`src/rtl/plab4_net_router_adaptive_input_terminal_wh_ctrl_pkg.sv`:
```
// Shared route/request encodings and FSM states for the wormhole terminal input control.
package plab4_net_router_adaptive_input_terminal_wh_ctrl_pkg;

  // Route value doubles as the bit index into reqs/grants.
  typedef enum logic [1:0] {
    ROUTE_PREV = 2'd0,
    ROUTE_TERM = 2'd1,
    ROUTE_NEXT = 2'd2
  } route_e;

  localparam int REQ_PREV = 0;
  localparam int REQ_TERM = 1;
  localparam int REQ_NEXT = 2;

  typedef enum logic {
    ST_HEAD = 1'b0,
    ST_BODY = 1'b1
  } state_e;

  function automatic route_e route_opposite(input route_e r);
    case (r)
      ROUTE_PREV: return ROUTE_NEXT;
      ROUTE_NEXT: return ROUTE_PREV;
      default:    return r;
    endcase
  endfunction

  function automatic logic [2:0] route_onehot(input route_e r);
    logic [2:0] oh;
    oh = 3'b000;
    case (r)
      ROUTE_PREV: oh[REQ_PREV] = 1'b1;
      ROUTE_TERM: oh[REQ_TERM] = 1'b1;
      ROUTE_NEXT: oh[REQ_NEXT] = 1'b1;
      default:    oh = 3'b000;
    endcase
    return oh;
  endfunction

endpackage

```
`src/rtl/plab4_net_router_adaptive_input_terminal_wh_ctrl_if.sv`:
```
// Queue-front / output-arbiter signal bundle seen by the terminal input control.
interface plab4_net_router_adaptive_input_terminal_wh_ctrl_if #(
  parameter int p_dest_nbits          = 3,
  parameter int p_len_nbits           = 4,
  parameter int p_num_free_nbits      = 2,
  parameter int p_num_free_chan_nbits = 2
);
  logic [p_dest_nbits-1:0]          dest;
  logic [p_len_nbits-1:0]           len;
  logic                             in_val;
  logic                             in_rdy;
  logic [p_num_free_nbits-1:0]      num_free0;
  logic [p_num_free_nbits-1:0]      num_free2;
  logic [p_num_free_chan_nbits-1:0] num_free_chan0;
  logic [p_num_free_chan_nbits-1:0] num_free_chan2;
  logic [2:0]                       reqs;
  logic [2:0]                       grants;
  logic                             pkt_active;

  modport master (
    output dest, len, in_val, num_free0, num_free2,
           num_free_chan0, num_free_chan2, grants,
    input  in_rdy, reqs, pkt_active
  );

  modport slave (
    input  dest, len, in_val, num_free0, num_free2,
           num_free_chan0, num_free_chan2, grants,
    output in_rdy, reqs, pkt_active
  );
endinterface

```
`src/rtl/plab4_net_router_adaptive_input_terminal_wh_ctrl_route.sv`:
```
// Minimal-hop ring route; equidistant destinations pick the direction with more channel credit.
module plab4_net_AdaptiveRouteCompute
  import plab4_net_router_adaptive_input_terminal_wh_ctrl_pkg::*;
#(
  parameter int p_router_id      = 0,
  parameter int p_num_routers    = 8,
  parameter int p_num_free_nbits = 2,
  parameter int c_dest_nbits     = $clog2(p_num_routers)
) (
  input  logic [c_dest_nbits-1:0]     dest,
  input  logic [p_num_free_nbits-1:0] num_free_chan0,
  input  logic [p_num_free_nbits-1:0] num_free_chan2,
  output route_e                      route
);
  localparam int W = c_dest_nbits + 1;
  localparam logic [W-1:0] N  = W'(p_num_routers);
  localparam logic [W-1:0] ID = W'(p_router_id);

  logic [W-1:0] sum, fwd, bwd;

  always_comb begin
    sum   = {1'b0, dest} + N - ID;
    fwd   = (sum >= N) ? sum - N : sum;
    bwd   = N - fwd;
    route = ROUTE_NEXT;
    if (fwd == '0)
      route = ROUTE_TERM;
    else if (bwd < fwd)
      route = ROUTE_PREV;
    else if (bwd == fwd && num_free_chan2 > num_free_chan0)
      route = ROUTE_PREV;
  end
endmodule

```
`src/rtl/plab4_net_router_adaptive_input_terminal_wh_ctrl.sv`:
```
// Terminal-port input control: per-packet adaptive route lock, head-only bubble check,
// and starvation escape to the opposite ring direction.
module plab4_net_router_adaptive_input_terminal_wh_ctrl
  import plab4_net_router_adaptive_input_terminal_wh_ctrl_pkg::*;
#(
  parameter int p_router_id           = 0,
  parameter int p_num_routers         = 8,
  parameter int p_num_free_nbits      = 2,
  parameter int p_num_free_chan_nbits = 2,
  parameter int p_len_nbits           = 4,
  parameter int p_bubble              = 2,
  parameter int p_starve_nbits        = 4,
  parameter int p_starve_thresh       = 8
) (
  input logic clk,
  input logic reset,
  plab4_net_router_adaptive_input_terminal_wh_ctrl_if.slave ifc
);
  localparam int c_dest_nbits = $clog2(p_num_routers);
  localparam logic [p_len_nbits-1:0]    LEN_ONE   = p_len_nbits'(1);
  localparam logic [p_starve_nbits-1:0] THRESH_M1 = p_starve_nbits'(p_starve_thresh - 1);

  state_e                     state_q, state_d;
  route_e                     route_q, route_d;
  logic [p_len_nbits-1:0]     rem_q, rem_d;
  logic [p_starve_nbits-1:0]  cnt_q, cnt_d;
  logic                       esc_q, esc_d;

  route_e                      comp_route, eff_route, tgt;
  logic [p_num_free_nbits-1:0] free_n;
  logic                        room;
  logic [2:0]                  reqs;
  logic                        xfer;

  plab4_net_AdaptiveRouteCompute #(
    .p_router_id      (p_router_id),
    .p_num_routers    (p_num_routers),
    .p_num_free_nbits (p_num_free_chan_nbits)
  ) u_route (
    .dest           (ifc.dest[c_dest_nbits-1:0]),
    .num_free_chan0 (ifc.num_free_chan0),
    .num_free_chan2 (ifc.num_free_chan2),
    .route          (comp_route)
  );

  // Head flits need a bubble of free slots to enter the ring; body flits need only one.
  always_comb begin
    eff_route = comp_route;
    if (esc_q && comp_route != ROUTE_TERM) eff_route = route_opposite(comp_route);
    tgt    = (state_q == ST_BODY) ? route_q : eff_route;
    free_n = (tgt == ROUTE_PREV) ? ifc.num_free2 : ifc.num_free0;
    room   = (state_q == ST_BODY) ? (free_n != '0) : (int'(free_n) >= p_bubble);
    reqs   = 3'b000;
    if (!reset && ifc.in_val && (tgt == ROUTE_TERM || room)) reqs = route_onehot(tgt);
    xfer   = |(reqs & ifc.grants);
  end

  assign ifc.reqs       = reqs;
  assign ifc.in_rdy     = xfer;
  assign ifc.pkt_active = (state_q == ST_BODY);

  always_comb begin
    state_d = state_q;
    route_d = route_q;
    rem_d   = rem_q;
    cnt_d   = cnt_q;
    esc_d   = esc_q;
    case (state_q)
      ST_HEAD: begin
        if (xfer) begin
          cnt_d = '0;
          esc_d = 1'b0;
          if (ifc.len > LEN_ONE) begin
            state_d = ST_BODY;
            route_d = eff_route;
            rem_d   = ifc.len - LEN_ONE;
          end
        end else if (!ifc.in_val) begin
          cnt_d = '0;
          esc_d = 1'b0;
        end else if (eff_route != ROUTE_TERM) begin
          // Escape fires once; further blocking while escaped only saturates the count.
          if (!esc_q && cnt_q == THRESH_M1) begin
            esc_d = 1'b1;
            cnt_d = '0;
          end else if (cnt_q != '1) begin
            cnt_d = cnt_q + 1'b1;
          end
        end
      end
      ST_BODY: begin
        if (xfer) begin
          rem_d = rem_q - LEN_ONE;
          if (rem_q == LEN_ONE) state_d = ST_HEAD;
        end
      end
      default: state_d = ST_HEAD;
    endcase
  end

  always_ff @(posedge clk) begin
    if (reset) begin
      state_q <= ST_HEAD;
      route_q <= ROUTE_TERM;
      rem_q   <= '0;
      cnt_q   <= '0;
      esc_q   <= 1'b0;
    end else begin
      state_q <= state_d;
      route_q <= route_d;
      rem_q   <= rem_d;
      cnt_q   <= cnt_d;
      esc_q   <= esc_d;
    end
  end
endmodule

```
`src/flat_wrapper.sv`:
```
// flat-port wrapper written by rule: the top's interface ports become plain ports
module plab4_net_router_adaptive_input_terminal_wh_ctrl_flat import plab4_net_router_adaptive_input_terminal_wh_ctrl_pkg::*;
#(
  parameter int p_router_id           = 0,
  parameter int p_num_routers         = 8,
  parameter int p_num_free_nbits      = 2,
  parameter int p_num_free_chan_nbits = 2,
  parameter int p_len_nbits           = 4,
  parameter int p_bubble              = 2,
  parameter int p_starve_nbits        = 4,
  parameter int p_starve_thresh       = 8
)
  (clk, reset, ifc_dest, ifc_len, ifc_in_val, ifc_num_free0, ifc_num_free2, ifc_num_free_chan0, ifc_num_free_chan2, ifc_grants, ifc_in_rdy, ifc_reqs, ifc_pkt_active);
  plab4_net_router_adaptive_input_terminal_wh_ctrl_if #(.p_dest_nbits(3), .p_len_nbits(p_len_nbits), .p_num_free_nbits(p_num_free_nbits), .p_num_free_chan_nbits(p_num_free_chan_nbits)) ifc_i ();
  input logic clk;
  input logic reset;
  input wire logic [$bits(ifc_i.dest)-1:0] ifc_dest;
  input wire logic [$bits(ifc_i.len)-1:0] ifc_len;
  input wire logic [$bits(ifc_i.in_val)-1:0] ifc_in_val;
  input wire logic [$bits(ifc_i.num_free0)-1:0] ifc_num_free0;
  input wire logic [$bits(ifc_i.num_free2)-1:0] ifc_num_free2;
  input wire logic [$bits(ifc_i.num_free_chan0)-1:0] ifc_num_free_chan0;
  input wire logic [$bits(ifc_i.num_free_chan2)-1:0] ifc_num_free_chan2;
  input wire logic [$bits(ifc_i.grants)-1:0] ifc_grants;
  output wire logic [$bits(ifc_i.in_rdy)-1:0] ifc_in_rdy;
  output wire logic [$bits(ifc_i.reqs)-1:0] ifc_reqs;
  output wire logic [$bits(ifc_i.pkt_active)-1:0] ifc_pkt_active;
  assign ifc_i.dest = ifc_dest;
  assign ifc_i.len = ifc_len;
  assign ifc_i.in_val = ifc_in_val;
  assign ifc_i.num_free0 = ifc_num_free0;
  assign ifc_i.num_free2 = ifc_num_free2;
  assign ifc_i.num_free_chan0 = ifc_num_free_chan0;
  assign ifc_i.num_free_chan2 = ifc_num_free_chan2;
  assign ifc_i.grants = ifc_grants;
  assign ifc_in_rdy = ifc_i.in_rdy;
  assign ifc_reqs = ifc_i.reqs;
  assign ifc_pkt_active = ifc_i.pkt_active;
  plab4_net_router_adaptive_input_terminal_wh_ctrl #(.p_router_id(p_router_id), .p_num_routers(p_num_routers), .p_num_free_nbits(p_num_free_nbits), .p_num_free_chan_nbits(p_num_free_chan_nbits), .p_len_nbits(p_len_nbits), .p_bubble(p_bubble), .p_starve_nbits(p_starve_nbits), .p_starve_thresh(p_starve_thresh)) u_core (.clk(clk), .reset(reset), .ifc(ifc_i));
endmodule
```
`config.mk`:
```
export PLATFORM = sky130hd
export DESIGN_NAME = plab4_net_router_adaptive_input_terminal_wh_ctrl_flat
export DESIGN_NICKNAME = d
export VERILOG_FILES = /design/src/rtl/plab4_net_router_adaptive_input_terminal_wh_ctrl_pkg.sv /design/src/rtl/plab4_net_router_adaptive_input_terminal_wh_ctrl_if.sv /design/src/rtl/plab4_net_router_adaptive_input_terminal_wh_ctrl_route.sv /design/src/rtl/plab4_net_router_adaptive_input_terminal_wh_ctrl.sv /design/src/flat_wrapper.sv
export SDC_FILE = /design/constraint.sdc
export NUM_CORES = 1
export LEC_CHECK = 0
export ABC_AREA = 0
export BUFFER_PORTS_ARGS = -buffer_cell sky130_fd_sc_hd__buf_2
export CAP_MARGIN = 20
export CORE_UTILIZATION = 23
export DETAILED_ROUTE_END_ITERATION = 10
export PLACE_DENSITY_LB_ADDON = 0.25
export RECOVER_POWER = 50
export SLEW_MARGIN = 20
export SYNTH_ARGS = -nofsm -noshare
export SYNTH_HDL_FRONTEND = slang
export SYNTH_SLANG_ARGS = --single-unit
export TNS_END_PERCENT = 5
```
`constraint.sdc`:
```
create_clock -name clk -period 3.1 [get_ports clk]
set_input_delay 0 -clock clk [delete_from_list [all_inputs] [get_ports clk]]
set_output_delay 0 -clock clk [all_outputs]
set_load 0.01 [all_outputs]
```
==> flow_summary.yaml <==
synthesis:
  synth_edf_count: 0
  synth_nets: 188
  yosys.area.top_type: "dfxtp_1"
  syn_area_per_cell_um2: 7.992
  synth_flop_cell: "dfxtp_1"
  synth_top_area_frac: 0.1939
  ys_seq_area_frac: 0.1939
  synth_area_um2: 1239
  synth_seq_cells: 12
  syn_inst: 155
  ys.warnings.count: 0
  synth.distinct_cells: 48
  synth_area_leaders: "dfxtp_1, ha_1, inv_1"
  synthArstFlopShare: 0
setup_path:
  regToRegSetupSlack_ns: 0.62
  cp_max_fo: 13
  slowest_stage: "xnor2_1"
  r2r_start: "u_core.ifc.pkt_active"
  arrival_ns: 2.77
  rr_worst_depth: 9
  r2r_end: "u_core.rem_q[2]"
  cp_common_cell: "ha_1"
  setup.worst_path.start: "ifc_dest[1]"
  endpoint: "u_core.rem_q[2]"
  max_stage_delay_ns: 0.34
  critPathRequiredTime_ns: 3.25
  cp-end-kind: "flip-flop"
  path_cells: "clkbuf_1 > inv_1 > ha_1 > ha_1 > xnor2_1 > a21oi_1 > o41ai_1 > nor3_1 > a311o_1 > nor2_4 > o22ai_4 > a2111oi_4"
  critPathKind: "in -> reg"
  cp-start-kind: "input pin"
placed_design:
  port-buffer-count: 25
  placed_cells: 248
  dpl_cell_area_um2: 1446
  place_congestion: 0.7402
  dpl.hpwl_um: 2345
cts:
  cts_setup_buffers: 0
  clk_pin_slew_ns: 0.06
  cts_buffers: 3
  worstSkewPairLatency_ns: 0.24
  cts.repair.resized: 0
  cts_tree: "built"
  cts_root_buf: "clkbuf_8"
  hold_buffers: 0
  htreeDepth: 1
  clockBufferDepth: 2
  cts.sinks: 12
finish:
  layout_commonest_cell: "buf_2"
  mostFrequentLayoutCells: "buf_2, inv_1, nor2_1"
  antenna_cells: 0
  drive_above_1_share: 0.2418
  nets: 216
  final_util: 0.2897
  area_growth_pct: 20.20
  finalInstanceArea_um2: 1489
  stdcell_count: 252
detailed_routing:
  vias_per_cell: 4.528
  wirelength_um: 2899
  first_pass_iters: 4
  wl_per_cell_um: 11.50
  via_count: 1141
  ant_nets: 0
  drt_iter0_drc: 28
  drcViolationCount: 0
pwr:
  peakVddDrop_v: 0.0001388
  p_per_area_nw_per_um2: 336.1
  p_leak_nw: 0.5867
floorplan:
  dieWidth_um: 75.39
  row_count: 26
  die_area_um2: 5683
  die_y_um: 75.39
  start_util: 0.2410
  io_pins: 26
  core-area_um2: 5140
timing:
  timing.hold.ws_ns: 0.08000
  fin_crit_ns: 2.624
  skew_ns: 0.001570
  max_slew.worst_pin.slew_ns: 0.4800
  fmax_mhz: 381.1
  rsz0062_at_grt: "no"
  drv_slew: 0
  setup_viol: 0
  slew_headroom: 0.6766
  finalHoldViolations: 0
  min_period_over_period: 0.8465
  fin_tns_setup_ns: 0
global_routing:
  grt_overflow: 0
  antenna_found_initial: 0
  grt_pass1_vias: 1123
  grt_max_degree: 15
  grt_pass1_wl_um: 5092
  grt.total_usage: 0.1174
min_path:
  hold_class: "in -> reg"
  hold_depth: 3
status:
  outcome: "finished clean"
job:
  max_cap_viol_count: 0
-- critical path: cells and delay by family --
kind / cells / cell delay (ns)
AO/OA/AOI/OAI: 5 / 1.27
adder cells (fa/ha/maj): 2 / 0.50
AND/OR/NAND/NOR: 2 / 0.41
XOR/XNOR: 1 / 0.34
buffers and inverters: 2 / 0.25
-- report_power, final --
| group | internal (W) | total [W] | leakage, nW | switching (W) |
|---|---|---|---|---|
| Sequential | 0.000163 | 0.000171 | 0.0974 | 0.00000899 |
| Clock | 0.000112 | 0.000176 | 0.0288 | 0.0000634 |
| Combinational | 0.0000669 | 0.000153 | 0.461 | 0.0000862 |
| Total | 0.000342 | 0.000500 | 0.587 | 0.000159 |
-- registers in the layout, indices dropped and copies added (netlist names) --
name / flops
u_core.esc_q: 1
u_core.ifc.pkt_active: 1
u_core.route_q: 2
u_core.cnt_q: 4
u_core.rem_q: 4
-- kinds of logic after synthesis --
group / after synthesis / share of synthesized area
AO/OA/AOI/OAI: 43 / 0.3040
XOR/XNOR: 5 / 0.03535
adder cells (fa/ha/maj): 12 / 0.1212
buffers and inverters: 22 / 0.07373
flip-flops: 12 / 0.1939
multiplexers: 4 / 0.03535
AND/OR/NAND/NOR: 57 / 0.2364
-- cell type report --
type,count,area (um^2)
clock buffers,4,55.05
inverters,17,63.81
repair buffers,28,140.1
flip-flops and latches,12,240.2
fillers,594,3651
well taps,70,87.58
multi-input cells,121,902.1
-- Yosys cell counts, types with 2 or more instances --
| cell | instances |
|---|---|
| and2_1 | 2 |
| nor3_1 | 8 |
| xnor2_1 | 5 |
| o41ai_1 | 2 |
| ha_1 | 12 |
| nand2_1 | 12 |
| nand2b_1 | 4 |
| o31ai_1 | 2 |
| inv_1 | 16 |
| nand4_1 | 2 |
| nand3_1 | 4 |
| nor4_1 | 2 |
| o21ba_2 | 2 |
| a21oi_1 | 11 |
| a32oi_1 | 2 |
| mux2_2 | 3 |
| dfxtp_1 | 12 |
| a2111oi_4 | 2 |
| nor3_2 | 2 |
| nor2b_1 | 3 |
| o2111ai_1 | 2 |
| o21ai_0 | 4 |
| clkbuf_1 | 2 |
| nor2_1 | 15 |
-- per-stage QoR --
step                      total power, W  setup slack, ns
final                          0.0005004           0.4760
after global routing           0.0005372           0.1546
after CTS                      0.0005117           0.5448
after detailed placement       0.0003305           0.2947
after global placement         0.0003320           0.3410
after floorplan                0.0002850           0.7129
-- worst min-delay path by stage --
| stage | from | end | slack (ns) |
|---|---|---|---|
| after floorplan | reset | u_core.rem_q[3] | 0.08 |
| after global placement | ifc_in_val | u_core.cnt_q[1] | 0.34 |
| after detailed placement | ifc_in_val | u_core.cnt_q[1] | 0.34 |
| after CTS | ifc_in_val | u_core.cnt_q[1] | 0.08 |
| after global routing | ifc_in_val | u_core.cnt_q[1] | 0.09 |
| final | ifc_in_val | u_core.cnt_q[1] | 0.08 |
-- metal layers --
metal | vias to the layer above | GRT usage | share of wire
met2 | 19 | 0.1964 | 0.45
met5 | - | 0 | 0
met1 | 506 | 0.1507 | 0.50
met3 | 2 | 0.02513 | 0.030
met4 | 0 | 0.03704 | 0.012
li1 | 614 | - | -
No activity file was read; power rests on OpenSTA's default activity.
